[config.mk]
export PLATFORM = sky130hd
export DESIGN_NAME = dmem_preloader
export DESIGN_NICKNAME = d
export VERILOG_FILES = /design/src/rtl/dmem_preloader.sv
export SDC_FILE = /design/constraint.sdc
export NUM_CORES = 1
export LEC_CHECK = 0
export CAP_MARGIN = 20
export CORE_ASPECT_RATIO = 0.9
export CORE_MARGIN = 5
export CORE_UTILIZATION = 52
export CTS_BUF_LIST = sky130_fd_sc_hd__clkbuf_4 sky130_fd_sc_hd__clkbuf_8 sky130_fd_sc_hd__clkbuf_16
export DETAILED_ROUTE_END_ITERATION = 7
export GPL_ROUTABILITY_DRIVEN = 1
export HOLD_SLACK_MARGIN = 0.06
export PLACE_DENSITY = 0.84
export RECOVER_POWER = 25
export SYNTH_ARGS = -nofsm -noshare
export SYNTH_HDL_FRONTEND = slang
export SYNTH_SLANG_ARGS = --single-unit
[constraint.sdc]
create_clock -name clk -period 3.3 [get_ports clk]
set_input_delay 0.495 -clock clk [delete_from_list [all_inputs] [get_ports clk]]
set_output_delay 0.495 -clock clk [all_outputs]
set_load 0.05 [all_outputs]
[src/rtl/dmem_preloader.sv]
// dmem_preloader: streams host bytes into little-endian 32-bit words and
// writes them into the CPU data memory while holding the CPU in reset.
// The CPU is released (cpu_reset=0) once the requested word count is loaded.
module dmem_preloader (
  input  logic        clk,
  input  logic        reset,
  input  logic        start,
  input  logic [31:0] base_addr,
  input  logic [15:0] word_count,
  input  logic        byte_valid,
  input  logic [7:0]  byte_data,
  output logic        byte_ready,
  output logic        cpu_reset,
  output logic        Ext_MemWrite,
  output logic [31:0] Ext_WriteData,
  output logic [31:0] Ext_DataAdr,
  output logic        busy,
  output logic        done
);

  typedef enum logic [1:0] {
    S_IDLE    = 2'd0,
    S_COLLECT = 2'd1,
    S_WRITE   = 2'd2,
    S_DONE    = 2'd3
  } state_t;

  state_t      r_state;
  logic [15:0] r_count;
  logic [15:0] r_widx;
  logic [1:0]  r_bidx;
  logic [31:0] r_word;
  logic        w_last_word;

  assign w_last_word = (r_widx == (r_count - 16'd1));

  // Ext_DataAdr doubles as the running address register: it is loaded with
  // the aligned base on start and stepped by 4 per word, which equals
  // base + 4*index modulo 2^32.
  // Control FSM, byte assembly and registered memory-write interface.
  always_ff @(posedge clk) begin
    if (reset) begin
      r_state       <= S_IDLE;
      r_count       <= '0;
      r_widx        <= '0;
      r_bidx        <= '0;
      r_word        <= '0;
      Ext_MemWrite  <= 1'b0;
      Ext_WriteData <= '0;
      Ext_DataAdr   <= '0;
    end else begin
      case (r_state)
        S_IDLE, S_DONE: begin
          Ext_MemWrite <= 1'b0;
          if (start) begin
            r_count     <= word_count;
            r_widx      <= '0;
            r_bidx      <= '0;
            Ext_DataAdr <= base_addr & 32'hFFFF_FFFC;
            r_state     <= (word_count == 16'd0) ? S_DONE : S_COLLECT;
          end
        end
        S_COLLECT: begin
          if (byte_valid) begin
            r_word[{r_bidx, 3'b000} +: 8] <= byte_data;
            if (r_bidx == 2'd3) begin
              Ext_WriteData <= {byte_data, r_word[23:0]};
              Ext_MemWrite  <= 1'b1;
              r_bidx        <= '0;
              r_state       <= S_WRITE;
            end else begin
              r_bidx <= r_bidx + 2'd1;
            end
          end
        end
        S_WRITE: begin
          Ext_MemWrite <= 1'b0;
          if (w_last_word) begin
            r_state <= S_DONE;
          end else begin
            r_widx      <= r_widx + 16'd1;
            Ext_DataAdr <= Ext_DataAdr + 32'd4;
            r_state     <= S_COLLECT;
          end
        end
        default: r_state <= S_IDLE;
      endcase
    end
  end

  // Status outputs decoded purely from the current state.
  always_comb begin
    byte_ready = (r_state == S_COLLECT);
    busy       = (r_state == S_COLLECT) || (r_state == S_WRITE);
    done       = (r_state == S_DONE);
    cpu_reset  = (r_state != S_DONE);
  end

endmodule

==> summary.md <==
| Metric | Value |
|---|---|
| Status | `finished clean` |
| Drt via density | `5.86` |
| Resized Gates After CTS | `0` |
| Leak Pwr | `2.80 nW` |
| Register Area | `2460 sq um` |
| Yosys Warn Count | `0` |
| Initial antenna violation count | `0` |
| Crit path kind | `reg -> reg` |
| Top cell type's share of synthesized area | `0.400` |
| Root buffer cell | `clkbuf_16` |
| TritonCTS buffer count | `17` |
| Clk_skew | `0.0108 ns` |
| Largest net degree at the start of global routing | `65` |
| Slew @ Worst Pin | `1.42 ns` |
| DRC Markers | `0` |
| # hold bufs at CTS | `0` |
| Max Fanout on Critical Path | `18` |
| P per Cell Area | `794 nW/um^2` |
| Critical Path AT | `3.38 ns` |
| Startpoint types | `flip-flop` |
| Max-cap viol count | `0` |
| Final Net Count | `964` |
| Relative slew slack | `0.0528` |
| Initial Util | `0.534` |
| Max VDD drop | `0.518 mV` |
| Worst Path Required | `3.64 ns` |
| Fraction of registers with async set/reset | `0` |
| N_diodes | `0` |
| Multi-input gate area | `3380 sq um` |
| Yosys top cell by area | `dfxtp_1` |
| Fillers | `917` |
| Drt pass-1 iters | `7` |
| Max-slew violations | `0` |
| Core Rows | `37` |
| DR vias | `6222` |
| Final Hold Fails | `0` |
| Die width | `125 um` |
| Final Non-Filler Cells | `1061` |
| R2R setup slack | `0.26 ns` |
| RSZ-0062 raised after global routing | `no` |
| Setup_tns | `0 ns` |
| Cells after Synth | `788` |
| Die area | `14100 sq um` |
| First-pass GRT wire length | `29600 um` |
| DP Cell Count | `1029` |
| Dpl hpwl | `11700 um` |
| Seq/Total Area, Yosys | `0.400` |
| Share of cells above drive strength 1 | `0.0685` |
| Die height | `113 um` |
| Area Growth Syn to Fin | `31.8%` |
| Synth Register Bits | `123` |
| Postcts setup bufs | `0` |
| CTS tree | `built` |
| Number of global-route vias before repair | `5860` |
| Fin crit share | `0.922` |
| Synth cell count leaders | `nand2_1, dfxtp_1, a21oi_1` |
| Hold WC Path Type | `reg -> reg` |
| Core box area | `11500 sq um` |
| EDFF count, synth | `0` |
| Top FF cell, synth | `dfxtp_1` |
| Clock sink count | `123` |
| GRT Residual Overflow | `0` |
| Clk_lat worst skew | `0.42 ns` |
| Port Buffer Count | `124` |
| Synthesized area per cell | `7.81 sq um` |
| Critical Path End Type | `flip-flop` |
| CTS clk-pin slew, worst paths | `0.06 ns` |
| WL/cell | `16.8 um` |
| Gr usage total | `0.251` |
| ANT nets after route | `0` |
| Fin crit period | `3.04 ns` |
| Most common cell in the netlist | `nand2_1` |
| Synth top area cells | `dfxtp_1, nand2_1, a21oi_1, o21ai_0, nor2_1` |
| Max clock buf depth | `2` |
| Drt initial violations | `611` |
| GPL Wtd Cong | `0.906` |
| Final WL | `17800 um` |
| Depth of the CTS H-tree | `4` |
| Synth Cell Area | `6160 sq um` |
| Post-synth cell types | `61` |
| I/O pin count | `129` |
| Fmax | `329 MHz` |
| Endpoints failing setup | `0` |
==> critical path: stages, from the launching register on <==
cell	delay, ns
dfxtp_1	0.44
inv_1	0.07
ha_1	0.30
xnor2_1	0.12
a2111oi_0	0.47
o21ai_0	0.17
nor4_1	0.31
and4bb_4	0.31
a21bo_4	0.22
buf_4	0.27
o21ai_0	0.12
a21oi_1	0.16
==> worst paths after layout <==
kind                            from                              to  depth (start not counted)
max          r_count[1]$_SDFFE_PP0P_          r_widx[2]$_SDFFE_PP0P_                         11
min reg2reg  r_word[11]$_SDFFE_PP0P_  Ext_WriteData[11]$_SDFFE_PP0P_                          2
max reg2reg  r_count[1]$_SDFFE_PP0P_          r_widx[2]$_SDFFE_PP0P_                         11
min          r_word[11]$_SDFFE_PP0P_  Ext_WriteData[11]$_SDFFE_PP0P_                          2
==> through the flow <==
stage / power (mW) / hold WS [ns] / util / worst slack (ns) / instance area [sq um]
finish: 6.44 / 0.453 / 0.704 / 0.257 / 8120
global route: 6.79 / 0.471 / 0.704 / 0.0890 / 8120
global placement: 4.48 / 0.442 / 0.652 / 0.423 / 7520
detailed placement: 4.52 / 0.447 / 0.652 / 0.362 / 7520
floorplan: 3.75 / 0.432 / - / 0.684 / 6160
CTS: 6.44 / 0.453 / 0.704 / 0.323 / 8120
==> metal layers <==
layer / vias to the layer above / track usage / routed length, um
met4: 0 / 0.0957 / 440
met2: 195 / 0.409 / 8600
met1: 2959 / 0.323 / 7780
li1: 3026 / - / -
met5: - / 0 / 0
met3: 42 / 0.0647 / 950
==> flip-flops by register name, indices dropped and copies added, names as in the netlist <==
name,cells
Ext_WriteData,32
r_word,24
r_bidx,2
Ext_MemWrite,1
r_state,2
Ext_DataAdr,30
r_widx,16
r_count,16
==> power by group <==
part	internal [mW]	switching (mW)	total [mW]
clock network	1.16	0.743	1.91
registers	1.71	0.315	2.03
logic	0.949	1.56	2.51
==> kinds of logic after synthesis <==
family,count (synthesis),synth area share
mux,4,0.00650
compound gates,245,0.248
simple gates,301,0.234
buf+inv,79,0.0543
fa+ha+maj,12,0.0244
flops,123,0.400
xor+xnor,23,0.0327
other cells,1,0.000609
==> final cells by class <==
type	instances	share of cell area
tap	156	0.0240
clock inverter	13	0.0193
sequential	123	0.303
inverter	20	0.00925
multi-input combinational	587	0.416
clock buffer	19	0.0550
timing repair buffer	143	0.173
==> layout by cell type, fill, tap and decap left out, types with 4 or more instances in the layout <==
master / netlist / final
nand2_1: 135 / 135
dfxtp_1: 123 / 123
clkdlybuf4s50_1: 0 / 123
a21oi_1: 100 / 100
nor2_1: 54 / 54
o21ai_0: 41 / 41
nand3_1: 25 / 25
a22oi_1: 24 / 24
inv_1: 20 / 20
a211oi_1: 18 / 18
clkbuf_16: 0 / 17
buf_4: 3 / 17
nor3_1: 15 / 15
and3_1: 12 / 12
xnor2_1: 12 / 12
xor2_1: 11 / 11
ha_1: 12 / 11
nand4_1: 10 / 10
o22ai_1: 10 / 10
nand2b_1: 9 / 9
o32ai_1: 8 / 8
a31oi_1: 8 / 8
or4_1: 6 / 6
inv_6: 0 / 6
or3_1: 5 / 5
and2_1: 6 / 5
mux2i_1: 4 / 4
a211o_1: 4 / 4
Power figures use the tool's default switching activity.
==> edit 1 (config.mk and constraints unchanged) <==
Re-encode `state_t` (4 states) as one-hot, 4 bits wide.
--- a/src/rtl/dmem_preloader.sv
+++ b/src/rtl/dmem_preloader.sv
@@ -19,9 +19,9 @@
 );
 
-  typedef enum logic [1:0] {
-    S_IDLE    = 2'd0,
-    S_COLLECT = 2'd1,
-    S_WRITE   = 2'd2,
-    S_DONE    = 2'd3
+  typedef enum logic [3:0] {
+    S_IDLE    = 4'b0001,
+    S_COLLECT = 4'b0010,
+    S_WRITE   = 4'b0100,
+    S_DONE    = 4'b1000
   } state_t;
 
Check against the original RTL: same outputs for any inputs over 4 cycles, from zero or initial values and one cycle with reset high; so few cycles prove little.
==> edit 1 against the unedited design <==
  * Sequential cell count increased by 2
  * Synthesized area increased by 2.2%
  * Wire length increased by 1.4%
  * Cell area increased by 1.6%
  * Setup slack got worse by 0.056 ns
  * Maximum frequency decreased by 1.8%
  * Critical path type unchanged
  * Critical endpoint is now Ext_DataAdr[26]
  * Largest cell class unchanged
  * Highest routed layer unchanged
Power is not compared: it rests on default switching activity, and its combinational part moved more than twofold at a synthesized area within 25%.
==> edit 1: results (changes against the unedited design) <==
| Metric | Value |
|---|---|
| DP Area | `7627 um2 (+1.5%)` |
| First-pass GRT wire length | `29350 um (-0.75%)` |
| Iteration-0 DRC Markers | `581 (-4.9%)` |
| GP Congestion | `0.8493 (-6.3%)` |
| Vias in the first global route | `6282 (+7.2%)` |
| Pre-antenna DRT Iters | `6 (-1)` |
| Net count, final | `994 (+3.1%)` |
| Routed vias/inst | `5.894 (+0.50%)` |
| Largest net degree at the start of global routing | `62 (-4.6%)` |
| GRT Total Usage | `24.61% (-0.53 points)` |
| CTS HTree Levels | `4 (unchanged)` |
| Cell Int Power | `3.113 mW` |
| Library cells used by synthesis | `65 (+6.6%)` |
| Synth area leaders | `dfxtp_1 40%, a21oi_1 10%, nand2_1 10%` |
| Worst Tran Pin Value | `1.254 ns (-0.1666 ns)` |
| Crit path max fanout | `33 (+15)` |
| Post-Route Skew | `0.01092 ns (+0.00008960 ns)` |
| CP arrival | `3.33 ns (-0.05 ns)` |
| Final HPWL DP | `12200 um (+4.2%)` |
| Place WS | `0.2323 ns (-0.1293 ns)` |
| Status | `finished, final reports clean` |
| Share of layout cells above drive strength 1 | `7.242% (+0.39 points)` |
| Wire per inst | `16.40 um (-2.1%)` |
| Seq/Total Area, Yosys | `39.78% (-0.21 points)` |
| Largest regs | `Ext_WriteData x32, Ext_DataAdr x30, r_word x24` |
| Fill count | `931 (+1.5%)` |
| Ys Warns | `0 (unchanged)` |
| CTS buffer count | `17 (unchanged)` |
| Post-synth top cells | `168 x nand2_1, 126 x a21oi_1, 125 x dfxtp_1` |
==> edit 1: logic make-up after synthesis <==
kind of cell	synth area share, %
AO/OA/AOI/OAI	20.94
buffers and inverters	4.674
adder cells (fa/ha/maj)	1.591
flip-flops	39.78
multiplexers	0.3182
AND/OR/NAND/NOR	29.44
other	0.05961
XOR/XNOR	3.202
==> edit 1: worst paths after layout <==
| path | slack (ns) | cells after the start | end | startpoint |
|---|---|---|---|---|
| setup reg to reg | 0.20 | 11 | Ext_DataAdr[26] | r_count[1] |
| hold reg to reg | 0.45 | 2 | Ext_WriteData[30] | Ext_WriteData[30] |
| setup / recovery | 0.20 | 11 | Ext_DataAdr[26] | r_count[1] |
| hold / removal | 0.45 | 2 | Ext_WriteData[30] | Ext_WriteData[30] |
==> edit 1: final cells by class <==
cell class	count	area, um2	area share, %
Clock buffer	22	462.9	5.615
Inverter	15	56.30	0.6829
Tap cell	160	200.2	2.428
Sequential cell	125	2502	30.35
Timing Repair Buffer	140	1350	16.37
Multi-Input combinational cell	627	3510	42.56
Clock inverter	10	163.9	1.988
==> edit 1: metrics by stage <==
step	cells	util (%)
after floorplan	821	-
after global placement	1067	63.91
after detailed placement	1067	63.91
after CTS	1099	69.17
after global routing	1099	69.09
final	1099	69.09
==> edit 1: layer usage <==
layer / part of all wire, % / global-route usage [%]
met5: 0 / 0
met4: 2.1 / 9.864
met3: 9.0 / 9.422
met2: 47 / 39.67
met1: 42 / 29.78
==> edit 1: critical path, cell delays in order (launching register included) <==
cell,delay (ns)
dfxtp_1,0.43
inv_1,0.07
ha_1,0.28
nor2b_1,0.19
and3_1,0.20
or3_1,0.40
a211o_1,0.30
nor4_4,0.41
nor2_2,0.07
buf_4,0.26
a21oi_1,0.21
a311oi_1,0.08
==> edit 1: power by group through the flow <==
stage | Combinational (mW) | Clock, mW | Sequential, mW
global route | 0.658 | 2.06 | 1.64
global placement | 0.601 | 0 | 1.66
CTS | 0.615 | 1.99 | 1.63
detailed placement | 0.609 | 0 | 1.66
floorplan | 0.302 | 0 | 1.75
finish | 0.616 | 1.97 | 1.63
==> edit 2 (same flow settings) <==
Made on the original files. Reset style: asynchronous (`reset`), changed in one clocked block.
--- a/src/rtl/dmem_preloader.sv
+++ b/src/rtl/dmem_preloader.sv
@@ -39,5 +39,5 @@
   // base + 4*index modulo 2^32.
   // Control FSM, byte assembly and registered memory-write interface.
-  always_ff @(posedge clk) begin
+  always_ff @(posedge clk or posedge reset) begin
     if (reset) begin
       r_state       <= S_IDLE;
Behaviour: differs if reset is asserted again (counterexample within 4 cycles, from zero or initial values and one cycle with reset high); with reset held inactive, the same outputs for 4 cycles.
==> edit 2 against the unedited design <==
  * Power grew 40%
  * Sequential cell count is the same
  * Synthesized area grew 5.4%
  * Worst hold slack gained 0.049 ns
  * Sequential share of layout area grew 4.9 points
  * First-iteration DRC count shrank 8.3%
  * Sequential power grew 28%
  * Setup slack lost 0.24 ns
  * Non-clock buffer count grew 18
  * Maximum frequency shrank 7.2%
  * Wire length grew 4.4%
  * Cell area grew 7.5%
  * Critical endpoint is now r_widx[2]
==> edit 2: results (changes against the unedited design) <==
| Metric | Value |
|---|---|
| Library cells used by synthesis | `58 (-4.9%)` |
| Slowest stage cell, crit path | `or4b_4` |
| Post-synth top cells | `123 x dfrtp_1, 51 x nor2_1, 48 x mux2_2` |
| GRT Total Usage | `25.52% (+0.38 points)` |
| Placed insts | `912 (-11%)` |
| Post-synthesis compound-gate area fraction | `17.41% (-7.3 points)` |
| Seq/Total Area, Yosys | `47.44% (+7.4 points)` |
| Leakage power | `3.757 nW (+34%)` |
| GP Congestion | `0.9197 (+1.5%)` |
| Multi-input logic area | `3208 um2 (-5.0%)` |
| Synth area leaders | `dfrtp_1 47%, mux2_2 8.3%, o22a_1 3.8%` |
| Vias in the first global route | `6050 (+3.2%)` |
| Via count | `5826 (-6.4%)` |
| Post-synth ARST share | `100.0% (+100 points)` |
| Multi-input combinational area share | `36.77% (-4.9 points)` |
| Worst Tran Pin Value | `1.069 ns (-0.3521 ns)` |
| Fill count | `866 (-5.6%)` |
| Post-Route Skew | `0.007899 ns (-0.002935 ns)` |
| Worst setup margin | `0.01949 ns (-0.2376 ns)` |
| CP arrival | `3.58 ns (+0.20 ns)` |
| Final HPWL DP | `12200 um (+4.2%)` |
| Flip-flop and latch area | `3078 um2 (+25%)` |
| Max stage delay on crit path | `0.52 ns (+0.05 ns)` |
| Largest net degree at the start of global routing | `95 (+46%)` |
| Cell family with most CP delay | `simple AND/OR/NAND/NOR gates` |
| Non-clk buf share | `18.18% (+0.90 points)` |
| Net count, final | `848 (-12%)` |
| Crit path max fanout | `9 (-9)` |
| DP Area | `8033 um2 (+6.9%)` |
| Adder-Cell Fraction of Synth Area | `2.314% (-0.12 points)` |
| Clock buf/inv share | `6.825% (-0.60 points)` |
| Routed vias/inst | `6.146 (+4.8%)` |
| First-pass GRT wire length | `30000 um (+1.4%)` |
| Synthesized area per cell | `10.32 um2 (+32%)` |
| FFs & Latches | `123 (unchanged)` |
| Number of non-clock inverters | `15 (-25%)` |
| Post-Route WL | `18560 um (+4.4%)` |
| Share of layout cells above drive strength 1 | `17.26% (+10 points)` |
| Iteration-0 DRC Markers | `560 (-8.3%)` |
| Place WS | `-0.1409 ns (-0.5025 ns)` |
| Multi-Input Combinational | `458 (-22%)` |
| Non-clock buffer count | `161 (+13%)` |
| Status | `finished, final reports clean` |
## edit 2: changes by cell type after synthesis, moves of 25 or more
cell and delta:
dfrtp_1 +123, dfxtp_1 -123, nand2_1 -90, a21oi_1 -67, mux2_2 +48, o22a_1 +28
a22o_1 +25
## edit 2: metrics by stage
| stage | total power [mW] | hold WS, ns | TNS (ns) |
|---|---|---|---|
| 3_3_place_gp | 6.669 | 0.4694 | -1.670 |
| 6_report | 9.049 | 0.5027 | 0 |
| 4_1_cts | 9.011 | 0.4635 | 0 |
| 2_1_floorplan | 5.512 | 0.4691 | -0.1157 |
| 5_1_grt | 9.535 | 0.5192 | -1.178 |
| 3_5_place_dp | 6.838 | 0.4923 | -4.344 |
## edit 2: layer usage
metal | vias to the layer above | track usage (%) | routed length (um)
met1 | 2893 | 30.73 | 7500
met5 | - | 0 | 0
met3 | 30 | 7.788 | 1429
met2 | 245 | 43.58 | 9318
li1 | 2658 | - | -
met4 | 0 | 9.335 | 308
## edit 2: timing repair
action | in CTS | in global routing
pin swaps | 1 | 16
cloned | 3 | 1
endpoints found under the setup margin | 45 | 33
buffers inserted | 2 | 0
gates resized for setup | 4 | 5
## edit 2: final timing paths
path	from	to	cells after the start
worst max-delay path	r_count[1]	r_widx[2]	11
worst min-delay path	Ext_WriteData[22]	Ext_WriteData[22]	1
worst max register to register	r_count[1]	r_widx[2]	11
worst min register to register	Ext_WriteData[22]	Ext_WriteData[22]	1
max in group asynchronous	reset	r_word[2]	3
min in group asynchronous	reset	r_widx[13]	2
## edit 2: report_power, final
part           leakage [nW]  internal [mW]  switching, mW
logic                  1.88           1.88           2.71
clock network         0.297           1.19          0.689
registers              1.58           2.02          0.567
total                  3.76           5.09           3.96
